<file path="config.mk">
export PLATFORM = sky130hd
export DESIGN_NAME = regfile_wb_arbiter
export DESIGN_NICKNAME = d
export VERILOG_FILES = /design/src/rtl/regfile_wb_arbiter.sv
export SDC_FILE = /design/constraint.sdc
export NUM_CORES = 1
export LEC_CHECK = 0
export CELL_PAD_IN_SITES_DETAIL_PLACEMENT = 0
export CELL_PAD_IN_SITES_GLOBAL_PLACEMENT = 2
export CORE_ASPECT_RATIO = 0.75
export CORE_MARGIN = 3
export CORE_UTILIZATION = 38
export DETAILED_ROUTE_END_ITERATION = 8
export GPL_ROUTABILITY_DRIVEN = 1
export PLACE_DENSITY = 0.86
export SLEW_MARGIN = 20
export SYNTH_ARGS = -nofsm -noshare
export SYNTH_HDL_FRONTEND = slang
export SYNTH_SLANG_ARGS = --single-unit
</file>
<file path="constraint.sdc">
create_clock -name clk -period 3.6 [get_ports clk]
set_clock_uncertainty 0.05 [all_clocks]
set_input_delay 1.08 -clock clk [delete_from_list [all_inputs] [get_ports clk]]
set_output_delay 1.08 -clock clk [all_outputs]
set_load 0.005 [all_outputs]
</file>
<file path="src/rtl/regfile_wb_arbiter.sv">
// rtl/regfile_wb_arbiter.sv - two-port write-back arbiter for the register file write port
//
// Ports:
//   clk, rst_n          clock, asynchronous active-low reset
//   flush               synchronous clear of all queued and staged writes
//   req0_* / req1_*     valid/ready write requests {addr, data}; port 0 = ALU, port 1 = load/multi-cycle
//   rf_wr/rf_addr/rf_data  registered register-file write port
//   pend_mask           one bit per register with a queued or staged write (bit 0 always 0)
//   busy                any FIFO non-empty or rf_wr high
`timescale 1ns/1ps

module regfile_wb_arbiter #(
  parameter int DWIDTH = 32
) (
  input  logic              clk,
  input  logic              rst_n,
  input  logic              flush,
  input  logic              req0_valid,
  output logic              req0_ready,
  input  logic [4:0]        req0_addr,
  input  logic [DWIDTH-1:0] req0_data,
  input  logic              req1_valid,
  output logic              req1_ready,
  input  logic [4:0]        req1_addr,
  input  logic [DWIDTH-1:0] req1_data,
  output logic              rf_wr,
  output logic [4:0]        rf_addr,
  output logic [DWIDTH-1:0] rf_data,
  output logic [31:0]       pend_mask,
  output logic              busy
);

  // Per-port 2-entry FIFO, kept as a shift queue: slot 0 is always the head.
  logic [1:0]        cnt_q      [2];
  logic [1:0]        cnt_d      [2];
  logic [4:0]        ent_addr_q [2][2];
  logic [4:0]        ent_addr_d [2][2];
  logic [DWIDTH-1:0] ent_data_q [2][2];
  logic [DWIDTH-1:0] ent_data_d [2][2];

  // rr_last_q = 1 means port 1 was granted last, so port 0 wins the next tie.
  logic              rr_last_q, rr_last_d;
  logic              rf_wr_q, rf_wr_d;
  logic [4:0]        rf_addr_q, rf_addr_d;
  logic [DWIDTH-1:0] rf_data_q, rf_data_d;

  logic [1:0]        in_valid;
  logic [4:0]        in_addr [2];
  logic [DWIDTH-1:0] in_data [2];
  logic [1:0]        head_valid;
  logic [1:0]        ready;
  logic [1:0]        push;
  logic [1:0]        grant;
  logic [4:0]        gnt_addr;
  logic [DWIDTH-1:0] gnt_data;
  logic [31:0]       pend;

  assign in_valid   = {req1_valid, req0_valid};
  assign in_addr[0] = req0_addr;
  assign in_addr[1] = req1_addr;
  assign in_data[0] = req0_data;
  assign in_data[1] = req1_data;

  always_comb begin : arb
    for (int p = 0; p < 2; p++) begin
      head_valid[p] = (cnt_q[p] != 2'd0);
      // Ready comes from registered occupancy only: a full FIFO never
      // accepts, even on an edge where it is popped.
      ready[p]      = (cnt_q[p] != 2'd2);
      push[p]       = in_valid[p] & ready[p];
    end
    grant[0] = head_valid[0] & (~head_valid[1] | rr_last_q);
    grant[1] = head_valid[1] & (~head_valid[0] | ~rr_last_q);
    gnt_addr = grant[1] ? ent_addr_q[1][0] : ent_addr_q[0][0];
    gnt_data = grant[1] ? ent_data_q[1][0] : ent_data_q[0][0];
  end

  always_comb begin : fifo_next
    for (int p = 0; p < 2; p++) begin
      for (int s = 0; s < 2; s++) begin
        ent_addr_d[p][s] = ent_addr_q[p][s];
        ent_data_d[p][s] = ent_data_q[p][s];
      end
      cnt_d[p] = cnt_q[p];
      if (flush) begin
        cnt_d[p] = 2'd0;
      end else begin
        if (grant[p]) begin
          ent_addr_d[p][0] = ent_addr_q[p][1];
          ent_data_d[p][0] = ent_data_q[p][1];
        end
        if (push[p]) begin
          // The new entry lands just behind whatever survives this edge's pop.
          if (cnt_q[p][0] & ~grant[p]) begin
            ent_addr_d[p][1] = in_addr[p];
            ent_data_d[p][1] = in_data[p];
          end else begin
            ent_addr_d[p][0] = in_addr[p];
            ent_data_d[p][0] = in_data[p];
          end
        end
        cnt_d[p] = cnt_q[p] + {1'b0, push[p]} - {1'b0, grant[p]};
      end
    end
  end

  always_comb begin : out_next
    rr_last_d = rr_last_q;
    rf_wr_d   = 1'b0;
    rf_addr_d = rf_addr_q;
    rf_data_d = rf_data_q;
    if (!flush && (grant != 2'b00)) begin
      rr_last_d = grant[1];
      // x0 entries are popped but never presented to the register file.
      if (gnt_addr != 5'd0) begin
        rf_wr_d   = 1'b1;
        rf_addr_d = gnt_addr;
        rf_data_d = gnt_data;
      end
    end
  end

  always_comb begin : pend_calc
    pend = 32'd0;
    for (int p = 0; p < 2; p++) begin
      if (cnt_q[p] != 2'd0) pend[ent_addr_q[p][0]] = 1'b1;
      if (cnt_q[p][1])      pend[ent_addr_q[p][1]] = 1'b1;
    end
    if (rf_wr_q) pend[rf_addr_q] = 1'b1;
    pend[0] = 1'b0;
  end

  always_ff @(posedge clk or negedge rst_n) begin
    if (!rst_n) begin
      for (int p = 0; p < 2; p++) begin
        cnt_q[p] <= 2'd0;
        for (int s = 0; s < 2; s++) begin
          ent_addr_q[p][s] <= 5'd0;
          ent_data_q[p][s] <= '0;
        end
      end
      rr_last_q <= 1'b1;
      rf_wr_q   <= 1'b0;
      rf_addr_q <= 5'd0;
      rf_data_q <= '0;
    end else begin
      for (int p = 0; p < 2; p++) begin
        cnt_q[p] <= cnt_d[p];
        for (int s = 0; s < 2; s++) begin
          ent_addr_q[p][s] <= ent_addr_d[p][s];
          ent_data_q[p][s] <= ent_data_d[p][s];
        end
      end
      rr_last_q <= rr_last_d;
      rf_wr_q   <= rf_wr_d;
      rf_addr_q <= rf_addr_d;
      rf_data_q <= rf_data_d;
    end
  end

  assign req0_ready = ready[0];
  assign req1_ready = ready[1];
  assign rf_wr      = rf_wr_q;
  assign rf_addr    = rf_addr_q;
  assign rf_data    = rf_data_q;
  assign pend_mask  = pend;
  assign busy       = head_valid[0] | head_valid[1] | rf_wr_q;

endmodule

</file>
; After elaboration in Yosys (flattened, before gate mapping)
; Index checks and enable logic that the tools add are counted.
; Widths: inputs -> output; s select.
[totals]
ff_bits = 191
input_bits = 79
output_inout_bits = 73
word_cells = 101
[op_classes]
add_sub_neg = 4
n_lt_le_gt_ge = 10
eq_ne = 2
muxes = 37
bitwise_logic = 20
reduce_logical = 14
[ops]
columns = op, count
row1 = $mux 32, 12
row2 = $mux 64, 2
row3 = $or 32x32->32, 4
row4 = $mux 5, 7
row5 = $lt 5x6->1 const B, 5
row6 = $demux 1 s5, 5
row7 = $ge 5x1->1 const B, 5
row8 = $mux 10, 2
row9 = $mux 1, 7
row10 = $and 1x1->1, 6
row11 = $logic_and 1x1->1, 6
row12 = $not 1->1, 6
row13 = $reduce_and 3->1, 2
row14 = $reduce_bool 2->1, 3
row15 = $reduce_bool 5->1, 1
row16 = $add 2x1->2, 2
row17 = $mux 2, 2
row18 = $ne 2x2->1 const B, 2
row19 = $or 1x1->1, 4
row20 = $sub 2x1->2, 2
row21 = $reduce_and 2->1, 1
row22 = $logic_not 1->1, 1

; Depth between registers and ports, before layout
; Gate-level depths: netlist of run 1.
[depth]
ltp_word = 13
mapped_depth = 12
depth_no_buf = 9

; Worst setup path after synthesis of run 1
; No wires, ideal clock.
[synth_timing]
path_type = register to output
from = register cnt_q[0] (netlist bit)
to = output pend_mask[30]
t_arrival_ns = 1.570
t_required_ns = 2.470
setup_slack_ns = 0.900
stages_incl_launch_ff = 7
path_buffers = 2
cell_sequence = dfrtp_1 -> buf_2 -> or2_2 -> clkbuf_1 -> nand3b_1 -> o22ai_1 -> or3_1
[synth_between]
elab_chain_cells = 6
[synth_lines]
columns = element, line
row1 = from (decl), 34  ; logic [1:0] cnt_q [2];
row2 = "from (signal, indexed assignment)", 148  ; cnt_q[p] <= cnt_d[p];
row3 = $reduce_bool 2->1 *, 126  ; if (cnt_q[p] != 2'd0) pend[ent_addr_q[p][0]] = 1'b1;
row4 = $mux 32 *, 126
row5 = $or 32x32->32 (no source line), n/a
row6 = $mux 32 *, 127  ; if (cnt_q[p][1]) pend[ent_addr_q[p][1]] = 1'b1;
row7 = $or 32x32->32 (no source line), n/a
row8 = $mux 32 *, 129  ; if (rf_wr_q) pend[rf_addr_q] = 1'b1;
row9 = to (decl), 29  ; output logic [31:0] pend_mask,
; Mark *: on every way between the ends. The rest lies on a longest branch, timed or not.

; Worst setup path after layout of run 1
[layout_timing]
from = register rf_addr_q[3], in the netlist rf_addr[3]
to = output pend_mask[19]
[layout_between]
elab_chain_cells = 6
word_cells_on_any_way = 7
cone_classes = order compare (2) / mux (3) / bitwise (1) / reduce/logical (1)
[layout_lines]
columns = element, line
row1 = from (decl), 44  ; logic [4:0] rf_addr_q, rf_addr_d;
row2 = from (signal assigned), 156  ; rf_addr_q <= rf_addr_d;
row3 = $lt 5x6->1 (implied by the code) or $ge 5x1->1 (tied branches), 129
row4 = $logic_and 1x1->1 (implied by the code), 129
row5 = $mux 1 (implied by the code), 129
row6 = $demux 1 s5 *, 129
row7 = $or 32x32->32 (no source line) *, n/a
row8 = $mux 32 *, 129
; Marks and branches as above.

==> results of run 1 <==
kinds of logic (layout without fill, tap and decap cells):
kind of cell / Yosys count / count (layout)
AO/OA/AOI/OAI: 252 / 252
XOR/XNOR: 4 / 4
adder cells (fa/ha/maj): 4 / 4
buffers and inverters: 89 / 225
flip-flops: 191 / 191
multiplexers: 77 / 77
other: 1 / 1
AND/OR/NAND/NOR: 272 / 272
layer usage:
layer / routed length, µm / track usage, %
met2: 13040 / 30.21
met1: 16000 / 37.05
met4: 295 / 3.750
met5: 0 / 0
met3: 2565 / 6.116
registers in the layout, indices dropped and copies added, names as in the netlist:
| name | count |
|---|---|
| rf_addr | 5 |
| ent_data_q | 128 |
| rf_data | 32 |
| rf_wr | 1 |
| ent_addr_q | 20 |
| rr_last_q | 1 |
| cnt_q | 4 |
where the power goes:
| part | internal [mW] | switching [mW] | leakage [nW] | total (mW) |
|---|---|---|---|---|
| Clock | 1.01 | 0.817 | 0.272 | 1.82 |
| Combinational | 2.37 | 2.18 | 2.30 | 4.56 |
| Sequential | 3.11 | 0.937 | 2.33 | 4.05 |
| Total | 6.49 | 3.93 | 4.91 | 10.4 |
final cells by class:
cell class	instances	area, µm²
clock inverters	10	86.33
fillers	2303	12880
flip-flops and latches	191	4792
clock buffers	22	474.2
multi-input cells	610	4740
inverters	4	15.01
well taps	338	422.9
repair buffers	189	1864
stage by stage:
step	setup WS, ns	cells	hold WS [ns]	instance area (µm²)
2_1_floorplan	0.9001	890	0.4247	9889
4_1_cts	0.01176	1358	0.4547	12290
3_5_place_dp	0.4102	1324	0.4384	11710
6_report	0.04199	1364	0.4472	12390
5_1_grt	0.0006724	1364	0.4708	12390
3_3_place_gp	0.4337	1324	0.4326	11710
synth_stat cells, drive strengths merged, types with 25 or more instances:
cell / n / share of area (%)
a211oi: 35 / 2.8
and2: 37 / 2.3
nand3b: 25 / 1.9
clkbuf: 52 / 2.0
mux2: 75 / 8.5
o21ai: 35 / 1.8
o22ai: 39 / 2.5
dfrtp: 190 / 48
nor3: 38 / 2.1
or2: 41 / 2.6
a221o: 37 / 3.7
nor2: 64 / 2.4
o221a: 72 / 8.2
buf: 33 / 2.1
final timing paths:
path,to,start
max in group asynchronous,ent_data_q[17],rst_n
setup reg to reg,rf_data[12],cnt_q[1]
hold reg to reg,ent_data_q[43],ent_data_q[11]
setup / recovery,pend_mask[19],rf_addr[3]
hold / removal,ent_data_q[43],ent_data_q[11]
min in group asynchronous,ent_data_q[96],rst_n
what timing repair did:
item	CTS	global route
gates resized for setup	3	14
setup endpoints to repair	11	28
gates cloned	0	0
setup buffers	2	6
hold buffers	0	0
pin swaps	0	1
==> flow_summary_export.csv, run 1 <==
group,metric,value,unit
timing,final.setup.tns,0,ns
floorplan,design.die.area,28020,µm²
logic_synthesis,synthAdderAreaFrac,0.5061,%
power,power.density,841.1,nW/µm²
logic_synthesis,avgSynthCellArea,11.11,µm²
floorplan,ios,152,
job,max_cap_violations,0,
route,post_drt_wl_per_cell,23.39,µm
setup_path,slowest_delay,0.56,ns
global_route,vias_in_the_first_global_route,7854,
logic_synthesis,synthSimpleGateAreaFrac,15.59,%
route,vias,8078,
floorplan,die_h,145.7,µm
global_route,grt_use_total,22.79,%
setup_path,critical_path_data_required_time,2.47,ns
clocking,clock_sinks,191,
logic_synthesis,post_synth_inst_count,890,
clocking,clk_latency,0.43,ns
clocking,cts.clk_slew.worst_paths,0.07,ns
setup_path,crit_family,"simple AND/OR/NAND/NOR gates",
global_route,global_route.overflow_total,0,
clocking,cts_buffer_depth,2,
global_route,grt_start_max_net_pins,77,
timing,finalMaxSlewViolations,0,
final_layout,final_common_cell,"sky130_fd_sc_hd__dfrtp_1",
logic_synthesis,synth-edff-count,0,
setup_path,reg2reg_depth,6,
logic_synthesis,synth-seq-cells,191,
route,drt.antenna.violating_nets,0,
power,power.static_leakage,4.909,nW
logic_synthesis,seq_area_frac_synth,48.34,%
logic_synthesis,ys.flop_type,"sky130_fd_sc_hd__dfrtp_1",
timing,final_hold_viol_count,0,
hold_path,whs_path_depth,1,
timing,max_slew.worst_pin.slew,0.8301,ns
timing,layout_worst_path_cycle_share,98.83,%
route,drt_first_iter_violations,812,
run_status,outcome,"completed",
floorplan,core_area,25270,µm²
placed_design,gpl.final_weighted_congestion,0.9204,
route,drt-vias-per-instance,5.922,
route,first_pass_iters,5,
logic_synthesis,syn-cell-area,9889,µm²
setup_path,crit_chain,"or3b_2, o22ai_1, nor2_1, o221ai_1, clkdlybuf4s50_1",
floorplan,rows,50,
setup_path,criticalPathCategory,"reg -> out",
logic_synthesis,ys_warn_count,0,
placed_design,place.port_buffers,150,
power,peakVddDrop,0.3803,mV
timing,maxClockFrequency,281.1,MHz
setup_path,cp_data_arrival_time,2.43,ns
final_layout,design.final.nets,1096,
clocking,cts_buffers,17,
logic_synthesis,post_synth_num_cell_types,48,
final_layout,mostFrequentLayoutCells,"181 x sky130_fd_sc_hd__dfrtp_1, 146 x sky130_fd_sc_hd__clkdlybuf4s50_1, 75 x sky130_fd_sc_hd__mux2_2",
logic_synthesis,synth-compound-area-share,22.24,%
clocking,tritoncts,"done",
setup_path,worst_path_max_delay_cell,"sky130_fd_sc_hd__or3b_2",
logic_synthesis,synth_top_family_by_area,"compound AO/OA/AOI/OAI gates",
clocking,cts-root-buf,"sky130_fd_sc_hd__clkbuf_16",
floorplan,die_width,192.3,µm
setup_path,cp_max_fo,11,
hold_path,hp-class,"reg -> reg",
timing,slew-limit-headroom,44.48,%
logic_synthesis,post_synth_mux_area_share,8.742,%
setup_path,ff2ff_setup_slack,1.33,ns
route,drc,0,
final_layout,layout-drive-gt1-share,28.65,%
logic_synthesis,synth-xor-area-share,0.3543,%
global_route,number_of_antenna_violations_at_the_first_check_in_global_routing,0,
setup_path,critical_path_buf_inv_count,1,
route,drt_wl_total,31900,µm
floorplan,initial_core_util,39.13,%
logic_synthesis,synth_async_sr_flop_share,100.0,%
timing,finalWorstPathRequiredPeriod,3.558,ns
setup_path,path_depth,5,
global_route,grt_pass1_wl,49280,µm
final_layout,layout-area-overhead-vs-synth,25.33,%
timing,setup_viol_count_final,0,
clocking,clock_tree.htree_level_count,4,
final_layout,num_antenna_cells,0,
logic_synthesis,mappedNetlistNets,973,
setup_path,crit_path_start_kind,"flop",
power,finalPower,10.43,mW
timing,rsz_0062_raised_after_global_routing,"no",
setup_path,timing.critical_path.to_type,"output port",
final_layout,finalCoreUtilization,49.04,%
placed_design,place.detailed.hpwl,21430,µm
(Power assumes the default switching activity.)
==> run 2, diff against run 1 <==
- CORE_UTILIZATION: 38 -> 36
- PLACE_DENSITY: 0.86 -> 0.82
- clock period: 3.6 -> 3.9 ns (I/O delays scaled with it)
==> flow_summary_export.csv, run 2 (synthesis results as in run 1) <==
group,metric,value,unit
floorplan,initial_core_util,37.34,%
global_route,vias_in_the_first_global_route,7724,
route,first_pass_iters,5,
power,power.density,782.8,nW/µm²
global_route,global_route.overflow_total,0,
final_layout,top_register,"ent_data_q",
setup_path,cp_max_fo,8,
floorplan,die_h,149.5,µm
hold_path,hp-class,"reg -> reg",
setup_path,timing.critical_path.to_type,"output port",
power,comb_power_share,42.5,%
setup_path,critical_path_data_required_time,2.68,ns
timing,setup_viol_count_final,0,
global_route,grt_pass1_wl,49270,µm
floorplan,rows,51,
route,post_drt_wl_per_cell,23.65,µm
route,drt.antenna.violating_nets,0,
global_route,grt_use_total,21.79,%
power,power.static_leakage,4.793,nW
placed_design,place.port_buffers,150,
route,drt-vias-per-instance,5.896,
job,max_cap_violations,0,
clocking,clk_latency,0.44,ns
final_layout,n_fill_cell,2462,
setup_path,ff2ff_setup_slack,1.42,ns
floorplan,die_width,197.4,µm
timing,finalMaxSlewViolations,0,
final_layout,num_antenna_cells,0,
timing,rsz_0062_raised_after_global_routing,"no",
timing,final.setup.tns,0,ns
setup_path,crit_path_start_kind,"flop",
clocking,tritoncts,"done",
final_layout,final_common_cell,"sky130_fd_sc_hd__dfrtp_1",
route,vias,7989,
clocking,clock_sinks,191,
global_route,number_of_antenna_violations_at_the_first_check_in_global_routing,0,
timing,final_hold_viol_count,0,
clocking,clock_tree.htree_level_count,4,
placed_design,dpl.cell_count,1322,
setup_path,criticalPathCategory,"reg -> out",
clocking,cts_hold_repair.buffers,0,
timing,maxClockFrequency,266.4,MHz
timing,finalWorstPathRequiredPeriod,3.754,ns
placed_design,place.detailed.hpwl,21470,µm
power,pwr-share-clk,18.0,%
run_status,outcome,"completed",
final_layout,layout-area-overhead-vs-synth,23.86,%
floorplan,design.die.area,29520,µm²
route,drt_wl_total,32050,µm
floorplan,core_area,26480,µm²
power,switching_share,37.86,%
global_route,grt_start_max_net_pins,82,
setup_path,cp_data_arrival_time,2.53,ns
timing,layout_worst_path_cycle_share,96.26,%
clocking,cts_buffer_depth,2,
timing,slew-limit-headroom,30.73,%
final_layout,layout-drive-gt1-share,26.41,%
final_layout,largest_register_ffs,128,
route,drc,0,
route,drt_first_iter_violations,814,
placed_design,gpl.final_weighted_congestion,0.8809,
final_layout,design.final.nets,1081,
clocking,cts-root-buf,"sky130_fd_sc_hd__clkbuf_16",
power,intPower,5.958,mW
clocking,cts_buffers,17,
power,seqPwrFrac,39.5,%
final_layout,mostFrequentLayoutCells,"189 x sky130_fd_sc_hd__dfrtp_1, 148 x sky130_fd_sc_hd__clkdlybuf4s50_1, 75 x sky130_fd_sc_hd__mux2_2",
clocking,cts.clk_slew.worst_paths,0.07,ns
final_layout,finish.cell_count_without_fillers,1355,
power,peakVddDrop,0.3366,mV
power,switching_power,3.630,mW
floorplan,ios,152,
timing,max_slew.worst_pin.slew,1.036,ns
## run 2: changes by cell type in the layout (fill, tap and decap cells not counted), moves of 2 or more
cell                              change
sky130_fd_sc_hd__clkdlybuf4s50_1      +2
sky130_fd_sc_hd__or3b_2               +2
sky130_fd_sc_hd__clkbuf_1             +2
sky130_fd_sc_hd__dlymetal6s2s_1       -2
sky130_fd_sc_hd__dfrtp_1              +8
sky130_fd_sc_hd__buf_4               -12
sky130_fd_sc_hd__dfrtp_2              -8
sky130_fd_sc_hd__or3b_4               -2
sky130_fd_sc_hd__buf_12               -2
sky130_fd_sc_hd__clkinv_2             -3
## run 2: worst max-delay path, stage by stage (launching register included)
cell,delay (ns)
sky130_fd_sc_hd__dfrtp_1,0.34
sky130_fd_sc_hd__or2_1,0.31
sky130_fd_sc_hd__nand3b_1,0.45
sky130_fd_sc_hd__o221ai_1,0.42
sky130_fd_sc_hd__clkdlybuf4s50_1,0.57
## run 2: area by class of cell
type                            count  area [µm²]  share of cell area [%]
Sequential cell                   191        4782                   39.04
Multi-Input combinational cell    610        4727                   38.59
Timing Repair Buffer              174        1718                   14.02
Clock buffer                       23       467.9                   3.820
Tap cell                          344       430.4                   3.514
Clock inverter                      9       108.9                  0.8887
Inverter                            4       15.01                  0.1226
## run 2: layer usage
layer	global-route usage, %	routed length (µm)	part of all wire [%]
met4	4.843	302	0.94
met3	3.961	2050	6.4
met2	28.04	12860	40
met5	0	0	0
met1	36.66	16830	53
## run 2: what timing repair did
item                                    CTS  global route
buffers inserted                          1             0
endpoints found under the setup margin    2             4
gates resized for setup                   0             2
## run 2: power by group through the flow
stage,sequential [mW],combinational [mW],clock (mW)
after global placement,3.77,4.00,0
after detailed placement,3.79,4.04,0
final,3.79,4.07,1.73
after global routing,3.91,4.40,1.85
after CTS,3.76,4.07,1.77
after floorplan,3.29,2.81,0
## run 2: per-stage QoR
stage / area (µm²) / hold WS [ns] / util [%] / worst slack [ns] / total power [mW]
after floorplan: 9889 / 0.4247 / - / 1.110 / 6.104
after global placement: 11650 / 0.4330 / 43.98 / 0.5050 / 7.772
after detailed placement: 11650 / 0.4384 / 43.98 / 0.4760 / 7.824
after CTS: 12240 / 0.4490 / 46.23 / 0.1446 / 9.600
after global routing: 12250 / 0.4695 / 46.26 / 0.03260 / 10.16
final: 12250 / 0.4449 / 46.26 / 0.1461 / 9.588
## run 2: worst paths after layout
check                          startpoint              end  depth (start not counted)
setup / recovery                 cnt_q[2]     pend_mask[1]                          4
hold / removal             ent_data_q[26]   ent_data_q[58]                          1
setup reg to reg            ent_addr_q[9]       rf_data[9]                          4
hold reg to reg            ent_data_q[26]   ent_data_q[58]                          1
max in group asynchronous           rst_n   ent_data_q[71]                          2
min in group asynchronous           rst_n  ent_data_q[105]                          1
